===== config.mk =====
export PLATFORM = sky130hd
export DESIGN_NAME = ptb2_axi4_lite_arbiter
export DESIGN_NICKNAME = d
export VERILOG_FILES = /design/src/rtl/ptb2_arb_pkg.sv /design/src/rtl/ptb2_rr_picker.sv /design/src/rtl/ptb2_axi4_lite_arbiter.sv
export SDC_FILE = /design/constraint.sdc
export NUM_CORES = 1
export LEC_CHECK = 0
export CORE_MARGIN = 4
export CORE_UTILIZATION = 42
export CTS_CLUSTER_SIZE = 20
export DETAILED_ROUTE_END_ITERATION = 8
export PLACE_DENSITY = 0.88
export SYNTH_ARGS = -nofsm -noshare
export SYNTH_HDL_FRONTEND = slang
export SYNTH_SLANG_ARGS = --single-unit

===== constraint.sdc =====
create_clock -name S_AXI_ACLK -period 2.4 [get_ports S_AXI_ACLK]
set_input_delay 0.48 -clock S_AXI_ACLK [delete_from_list [all_inputs] [get_ports S_AXI_ACLK]]
set_output_delay 0.48 -clock S_AXI_ACLK [all_outputs]
set_load 0.03 [all_outputs]

===== src/rtl/ptb2_arb_pkg.sv =====
// Shared types and constants for the ptb2 AXI4-Lite requester arbiter.
package ptb2_arb_pkg;

    typedef enum logic [2:0] {
        ST_IDLE,
        ST_WR_ADDR,
        ST_WR_RESP,
        ST_RD_ADDR,
        ST_RD_DATA,
        ST_DONE
    } arb_state_t;

    localparam logic [1:0]  RESP_OKAY      = 2'b00;
    localparam logic [1:0]  RESP_SLVERR    = 2'b10;
    localparam logic [31:0] RDATA_DEADBEEF = 32'hDEADBEEF;
    localparam logic [3:0]  WSTRB_ALL      = 4'hF;

endpackage


===== src/rtl/ptb2_rr_picker.sv =====
// Combinational round-robin picker: first set request at or after ptr, wrapping.
module ptb2_rr_picker #(
    parameter int N  = 2,
    parameter int IW = $clog2(N)
) (
    input  logic [N-1:0]  req,
    input  logic [IW-1:0] ptr,
    output logic [N-1:0]  grant,
    output logic [IW-1:0] idx
);

    logic [IW-1:0] cand;

    // Scan from the farthest offset down so the nearest requester wins last.
    always_comb begin
        idx  = '0;
        cand = '0;
        for (int k = N - 1; k >= 0; k--) begin
            cand = IW'((int'(ptr) + k) % N);
            if (req[cand]) idx = cand;
        end
        grant = (|req) ? (N'(1) << idx) : '0;
    end

endmodule


===== src/rtl/ptb2_axi4_lite_arbiter.sv =====
// Round-robin arbiter sharing one AXI4-Lite slave among C_NUM_REQ requesters, one transfer at a time.
// Optional watchdog: define PTB2_ARB_TIMEOUT_EN to abort stalled transfers with SLVERR.
module ptb2_axi4_lite_arbiter
    import ptb2_arb_pkg::*;
#(
    parameter int C_NUM_REQ        = 2,
    parameter int C_ADDR_WIDTH     = 32,
    parameter int C_TIMEOUT_CYCLES = 16
) (
    input  logic                              S_AXI_ACLK,
    input  logic                              S_AXI_ARESET,
    input  logic [C_NUM_REQ-1:0]              REQ_VALID,
    input  logic [C_NUM_REQ-1:0]              REQ_WE,
    input  logic [C_NUM_REQ*C_ADDR_WIDTH-1:0] REQ_ADDR,
    input  logic [C_NUM_REQ*32-1:0]           REQ_WDATA,
    output logic [C_NUM_REQ-1:0]              REQ_DONE,
    output logic [31:0]                       REQ_RDATA,
    output logic [1:0]                        REQ_RESP,
    output logic [C_ADDR_WIDTH-1:0]           M_AXI_AWADDR,
    output logic                              M_AXI_AWVALID,
    input  logic                              M_AXI_AWREADY,
    output logic [31:0]                       M_AXI_WDATA,
    output logic [3:0]                        M_AXI_WSTRB,
    output logic                              M_AXI_WVALID,
    input  logic                              M_AXI_WREADY,
    input  logic                              M_AXI_BVALID,
    input  logic [1:0]                        M_AXI_BRESP,
    output logic                              M_AXI_BREADY,
    output logic [C_ADDR_WIDTH-1:0]           M_AXI_ARADDR,
    output logic                              M_AXI_ARVALID,
    input  logic                              M_AXI_ARREADY,
    input  logic [31:0]                       M_AXI_RDATA,
    input  logic [1:0]                        M_AXI_RRESP,
    input  logic                              M_AXI_RVALID,
    output logic                              M_AXI_RREADY
);

    localparam int IW = $clog2(C_NUM_REQ);

    arb_state_t           state;
    logic [IW-1:0]        rr_ptr;
    logic [IW-1:0]        pick_idx;
    logic [C_NUM_REQ-1:0] pick_oh;
    logic [C_NUM_REQ-1:0] gnt_oh;
    logic                 tmo_hit;

    ptb2_rr_picker #(.N(C_NUM_REQ), .IW(IW)) u_pick (
        .req   (REQ_VALID),
        .ptr   (rr_ptr),
        .grant (pick_oh),
        .idx   (pick_idx)
    );

    assign M_AXI_WSTRB = WSTRB_ALL;

`ifdef PTB2_ARB_TIMEOUT_EN
    localparam int TW = $clog2(C_TIMEOUT_CYCLES + 1);

    logic [TW-1:0] tmo_cnt;
    arb_state_t    state_prev;

    // tmo_cnt holds the number of earlier cycles spent in the current state.
    always_ff @(posedge S_AXI_ACLK) begin
        if (S_AXI_ARESET) begin
            tmo_cnt    <= '0;
            state_prev <= ST_IDLE;
        end else begin
            state_prev <= state;
            tmo_cnt    <= (state != state_prev) ? TW'(1) : tmo_cnt + 1'b1;
        end
    end

    assign tmo_hit = (state != ST_IDLE) && (state == state_prev) &&
                     (tmo_cnt == TW'(C_TIMEOUT_CYCLES - 1));
`else
    assign tmo_hit = 1'b0;
`endif

    always_ff @(posedge S_AXI_ACLK) begin
        if (S_AXI_ARESET) begin
            state         <= ST_IDLE;
            rr_ptr        <= '0;
            gnt_oh        <= '0;
            REQ_DONE      <= '0;
            REQ_RDATA     <= '0;
            REQ_RESP      <= RESP_OKAY;
            M_AXI_AWADDR  <= '0;
            M_AXI_AWVALID <= 1'b0;
            M_AXI_WDATA   <= '0;
            M_AXI_WVALID  <= 1'b0;
            M_AXI_BREADY  <= 1'b0;
            M_AXI_ARADDR  <= '0;
            M_AXI_ARVALID <= 1'b0;
            M_AXI_RREADY  <= 1'b0;
        end else if (tmo_hit) begin
            M_AXI_AWVALID <= 1'b0;
            M_AXI_WVALID  <= 1'b0;
            M_AXI_BREADY  <= 1'b0;
            M_AXI_ARVALID <= 1'b0;
            M_AXI_RREADY  <= 1'b0;
            REQ_RESP      <= RESP_SLVERR;
            REQ_RDATA     <= RDATA_DEADBEEF;
            REQ_DONE      <= gnt_oh;
            state         <= ST_DONE;
        end else begin
            case (state)
                ST_IDLE: begin
                    if (|REQ_VALID) begin
                        gnt_oh <= pick_oh;
                        rr_ptr <= IW'((int'(pick_idx) + 1) % C_NUM_REQ);
                        if (REQ_WE[pick_idx]) begin
                            M_AXI_AWADDR  <= REQ_ADDR[int'(pick_idx)*C_ADDR_WIDTH +: C_ADDR_WIDTH];
                            M_AXI_WDATA   <= REQ_WDATA[int'(pick_idx)*32 +: 32];
                            M_AXI_AWVALID <= 1'b1;
                            M_AXI_WVALID  <= 1'b1;
                            state         <= ST_WR_ADDR;
                        end else begin
                            M_AXI_ARADDR  <= REQ_ADDR[int'(pick_idx)*C_ADDR_WIDTH +: C_ADDR_WIDTH];
                            M_AXI_ARVALID <= 1'b1;
                            state         <= ST_RD_ADDR;
                        end
                    end
                end
                // AW and W retire independently; leave once neither is still pending.
                ST_WR_ADDR: begin
                    if (M_AXI_AWREADY) M_AXI_AWVALID <= 1'b0;
                    if (M_AXI_WREADY)  M_AXI_WVALID  <= 1'b0;
                    if ((!M_AXI_AWVALID || M_AXI_AWREADY) && (!M_AXI_WVALID || M_AXI_WREADY)) begin
                        M_AXI_BREADY <= 1'b1;
                        state        <= ST_WR_RESP;
                    end
                end
                ST_WR_RESP: begin
                    if (M_AXI_BVALID) begin
                        M_AXI_BREADY <= 1'b0;
                        REQ_RESP     <= M_AXI_BRESP;
                        REQ_RDATA    <= '0;
                        REQ_DONE     <= gnt_oh;
                        state        <= ST_DONE;
                    end
                end
                ST_RD_ADDR: begin
                    if (M_AXI_ARREADY) begin
                        M_AXI_ARVALID <= 1'b0;
                        M_AXI_RREADY  <= 1'b1;
                        state         <= ST_RD_DATA;
                    end
                end
                ST_RD_DATA: begin
                    if (M_AXI_RVALID) begin
                        M_AXI_RREADY <= 1'b0;
                        REQ_RESP     <= M_AXI_RRESP;
                        REQ_RDATA    <= M_AXI_RDATA;
                        REQ_DONE     <= gnt_oh;
                        state        <= ST_DONE;
                    end
                end
                ST_DONE: begin
                    REQ_DONE <= '0;
                    state    <= ST_IDLE;
                end
                default: state <= ST_IDLE;
            endcase
        end
    end

endmodule


==> results of run 1 <==
worst paths after layout:
check | from | to | cells after the start
max | M_AXI_WDATA[6] | M_AXI_WDATA[6] | 1
min | M_AXI_ARADDR[6] | M_AXI_ARADDR[6] | 2
max reg2reg | state[2] | REQ_RDATA[16] | 5
min reg2reg | M_AXI_ARADDR[6] | M_AXI_ARADDR[6] | 2
report_power, final:
group / internal (mW) / leakage [nW] / switching (mW) / total (mW)
registers: 2.95 / 1.16 / 0.347 / 3.30
clock network: 1.46 / 0.284 / 1.12 / 2.58
logic: 2.09 / 2.45 / 3.04 / 5.13
tightest hold or removal path: stages (launching register included):
cell,delay [ns]
dfxtp_1,0.31
inv_1,0.06
a221oi_2,0.05
state kept, by name, indices dropped and copies added (netlist names), 2 cells and up:
| signal | cells |
|---|---|
| M_AXI_ARADDR | 32 |
| M_AXI_AWADDR | 32 |
| M_AXI_WDATA | 32 |
| REQ_DONE | 2 |
| REQ_RDATA | 32 |
| REQ_RESP | 2 |
| gnt_oh | 2 |
| state | 3 |
through the flow:
step / utilization / TNS (ns) / std cells / hold WS, ns / setup slack [ns]
after detailed placement: 0.6269 / -0.2901 / 1261 / 0.4501 / -0.04005
after floorplan: - / 0 / 804 / 0.4467 / 0.4340
after global routing: 0.6620 / 0 / 1294 / 0.4787 / 0.2135
after CTS: 0.6618 / 0 / 1293 / 0.4603 / 0.3547
final: 0.6620 / 0 / 1294 / 0.4612 / 0.3517
after global placement: 0.6269 / 0 / 1261 / 0.4484 / 0.01600
cell families after synthesis:
family          synth area share
simple gates             0.06382
other cells            0.0005328
mux                     0.004267
buf+inv                   0.1184
compound gates            0.4091
flops                     0.4039
cell usage in the layout (no fill, tap or decap), types with 17 or more instances in the layout:
cell type / count
o31ai_1: 96
clkbuf_16: 17
a221oi_1: 67
buf_4: 23
inv_1: 101
a22oi_1: 36
a221oi_2: 29
o21ai_0: 33
clkdlybuf4s50_1: 309
dfxtp_1: 142
nor2_1: 74
a211o_1: 64
cells in the mapped netlist (all sizes together), types with 7 or more instances:
master / count / area (sq um)
a21oi: 9 / 45.04
a211o: 64 / 560.5
a221oi: 96 / 1022
buf: 26 / 150.2
o31ai: 96 / 720.7
dfxtp: 142 / 2843
a22oi: 36 / 270.3
inv: 103 / 386.6
nor2: 74 / 277.8
clkbuf: 79 / 296.5
nand2: 7 / 26.28
o21ai: 34 / 170.2
metal layers:
metal | track usage | vias up
li1 | - | 3503
met1 | 0.3201 | 3570
met2 | 0.4265 | 432
met3 | 0.08473 | 70
met4 | 0.1131 | 0
met5 | 0 | -
layout make-up:
cell class	instances	area (sq um)	share of cell area
sequential	142	2843	0.2599
timing repair buffer	342	3451	0.3155
multi-input combinational	454	3405	0.3112
inverter	103	386.6	0.03534
antenna	1	2.502	0.0002288
clock buffer	17	425.4	0.03889
clock inverter	15	151.4	0.01384
tap	220	275.3	0.02516
==> out/metrics.yaml, run 1 <==
cts.repair.resized: 0
power_density_mw_per_mm2: 1007
dp_hpwl_microns: 17680
cpMaxStageDelayCell: "clkdlybuf4s50_1"
drt-initial-drc-count: 653
ys_seq_area_frac: 0.4039
vias: 7575
wl_met2_microns: 12240
num_rows: 47
post_cts_buffers: 0
portBuffers: 311
place.gp.congestion: 0.8235
ys.flop_type: "dfxtp_1"
fp.dieH_microns: 137.5
synthArstFlopShare: 0
avgSynthCellArea_sq_um: 8.787
numCtsBuffers: 17
status: "complete, no violations"
max_clock_freq_ghz: 0.4882
synth_area_sq_mm: 0.007038
setup_violations: 0
grt_pass1_wl_microns: 39360
wl_met1_microns: 10150
min_period_ns: 2.048
layout.nets: 1235
hp-class: "reg -> reg"
clk_pin_slew_ns: 0.07
synth_cell_types: 39
cts.hold.buffers_added: 0
path_buf_inv: 1
ff2ff_setup_slack_ns: 0.37
route.met3.wl_microns: 2713
start_util: 0.4259
cts.sinks: 142
cts_root_buf: "clkbuf_16"
drtPass1Iterations: 6
grt_pass1_vias: 7369
grt_max_degree: 65
cp_top_family: "buffers and inverters"
cts_buffer_depth: 2
post_synth_inst_count: 801
rsz0062_at_grt: "no"
grtUsageTotal: 0.2631
power_mw: 11.01
drc: 0
slew_headroom: 0.3012
critical_path_required_ns: 1.92
cts_tree: "built"
insertion_delay_ns: 0.42
ys_ff_latch: 142
slowest_delay_ns: 0.76
final_layout_size_suffix_gt1_frac: 0.09879
worstPathArrival_ns: 1.57
start_kind: "flop"
die_area_sq_mm: 0.01889
wirelength_microns: 26160
hold_viol: 0
core-area_sq_mm: 0.01652
cap_viol_max_count: 0
peakVddDrop_uv: 658.5
routedWlPerCell_microns: 20.22
highest_layer: "met4"
fillers: 1334
cp_max_fo: 2
antenna_found_initial: 1
vias_per_cell: 5.854
finalCritPeriodShare: 0.8535
ys_warn_count: 0
worstSetupPathType: "reg -> out"
worst_clock_skew_ns: 0.01060
worstPathCellList: "clkdlybuf4s50_1"
worstSetupEndpointType: "output port"
ios: 316
leakagePower_nw: 3.896
slew_viol_final: 0
worst_pin_slew_ns: 1.048
cts.htree.levels: 4
grt_overflow: 0
fp.dieW_microns: 137.5
place_area_sq_mm: 0.01036
ant_nets: 0
syn2layout_area_growth_pct: 55.43
finish.instance_area_sq_mm: 0.01094
synth_edf_count: 0
(Power assumes the default switching activity.)
==> inputs of run 2 (changes only) <==
- TNS_END_PERCENT: default -> 5
==> results of run 2 <==
Same layout as run 1: the final DEF is identical, and so are final timing and power.
==> inputs of run 3 (changes only) <==
- CORE_ASPECT_RATIO: default -> 0.75
- SKIP_CTS_REPAIR_TIMING: default -> 1
==> out/metrics.yaml, run 3 (synthesis results as in run 1) <==
num_rows: 40  # -15%
drc: 0  # unchanged
cts_root_buf: "clkbuf_16"
insertion_delay_ns: 0.42  # about the same
layout.nets: 1234  # -0.081%
final_layout_size_suffix_gt1_frac: 0.09711  # -0.001683
max_clock_freq_ghz: 0.4898  # +0.33%
ios: 316  # unchanged
cts_tree: "built"
finalCritPeriodShare: 0.8507  # -0.002805
place.gp.congestion: 0.8562  # +4.0%
hold_viol: 0  # unchanged
start_kind: "input pin"
ant_nets: 0  # unchanged
grt_pass1_vias: 7215  # -2.1%
setup_violations: 0  # unchanged
worst_clock_skew_ns: 0.008127  # -0.002476 ns
cts.sinks: 142  # unchanged
peakVddDrop_uv: 582.4  # -12%
cts_buffer_depth: 2  # unchanged
min_period_ns: 2.042  # -0.006731 ns
cp_max_fo: 11  # +9
worstPathArrival_ns: 2.37  # +0.80 ns
drtPass1Iterations: 5  # -1
die_area_sq_mm: 0.01891  # +0.11%
fillers: 1296  # -2.8%
power_density_mw_per_mm2: 1006  # about the same
vias_per_cell: 5.935  # +1.4%
fp.dieH_microns: 120.1  # -13%
core-area_sq_mm: 0.01622  # -1.9%
leakagePower_nw: 3.880  # -0.41%
layout.cells.non_filler: 1283  # -0.85%
layout_commonest_cell: "clkdlybuf4s50_1"
portBuffers: 311  # unchanged
drt-initial-drc-count: 610  # -6.6%
hp-class: "in -> reg"
antenna_found_initial: 1  # unchanged
dp_cells: 1250  # -0.87%
vias: 7615  # +0.53%
worst_pin_slew_ns: 0.7303  # -0.3179 ns
grt_pass1_wl_microns: 39250  # -0.28%
wirelength_microns: 26070  # -0.33%
worstSetupPathType: "in -> reg"
routedWlPerCell_microns: 20.32  # +0.52%
critical_path_required_ns: 2.73  # +0.81 ns
timing.setup.tns_ns: 0  # unchanged
slew_viol_final: 0  # unchanged
final_cell_mix: "309 x clkdlybuf4s50_1, 142 x dfxtp_1, 101 x inv_1"
start_util: 0.4340  # +0.008117
cts.htree.levels: 4  # unchanged
grt_max_degree: 67  # +3.1%
syn2layout_area_growth_pct: 55.00
rsz0062_at_grt: "no"
worstSetupEndpointType: "flop"
status: "complete, no violations"
numCtsBuffers: 17  # unchanged
clk_pin_slew_ns: 0.06  # about the same
fp.dieW_microns: 157.5  # +15%
grtUsageTotal: 0.2590  # -0.004108
slew_headroom: 0.5131  # +0.2119
dp_hpwl_microns: 17620  # -0.37%
grt_overflow: 0  # unchanged
cap_viol_max_count: 0  # unchanged
run 3: changes by cell type in the layout (fill, tap and decap cells not counted), sizes merged:
cell	change
buf	-1
clkbuf	+2
clkinv	-1
clkinvlp	+2
diode	+1
inv	-4
run 3: final cells by class:
cell class,count,area (sq um),share of cell area
timing repair buffer,341,3443,0.3156
multi-input combinational,454,3405,0.3121
sequential,142,2843,0.2606
clock buffer,19,452.9,0.04152
inverter,103,386.6,0.03544
tap,210,262.8,0.02409
clock inverter,12,111.4,0.01021
antenna,2,5.005,0.0004588
run 3: report_power, final:
group,switching [mW],internal (mW),total [mW]
clock network,1.07,1.48,2.55
registers,0.380,2.95,3.33
logic,3.01,2.08,5.09
total,4.46,6.51,11.0
run 3: path summary, 6_finish.rpt:
path                        start               end  slack [ns]  depth (start not counted)
hold / removal       REQ_VALID[1]         gnt_oh[0]        0.39                          2
hold reg to reg   M_AXI_ARADDR[4]   M_AXI_ARADDR[4]        0.46                          2
setup / recovery     REQ_VALID[0]  M_AXI_ARADDR[30]        0.36                          6
setup reg to reg         state[1]  M_AXI_ARADDR[30]        0.37                          5
run 3: worst max-delay path, cell delays in order:
cell	delay (ns)
clkdlybuf4s50_1	0.55
nor2b_2	0.19
nor3_1	0.09
or3b_2	0.54
buf_4	0.23
a221oi_2	0.28
run 3: through the flow:
stage / hold slack, ns / utilization / power (mW) / instance area [sq um] / setup WS [ns]
6_report: 0.3942 / 0.6728 / 10.98 / 10910 / 0.3584
5_1_grt: 0.3914 / 0.6726 / 11.45 / 10910 / 0.2529
4_1_cts: 0.3838 / 0.6725 / 11.00 / 10900 / 0.3533
3_5_place_dp: 0.4541 / 0.6377 / 8.444 / 10340 / -0.05906
3_3_place_gp: 0.4482 / 0.6377 / 8.352 / 10340 / 0.003709
2_1_floorplan: 0.4467 / - / 6.334 / 7049 / 0.4340
run 3: metal layers:
metal,up-vias,track usage,wire length [microns]
met3,47,0.09337,3054
met1,3615,0.3326,10290
met4,0,0.08221,554
met2,453,0.4058,12170
li1,3500,-,-
met5,-,0,0
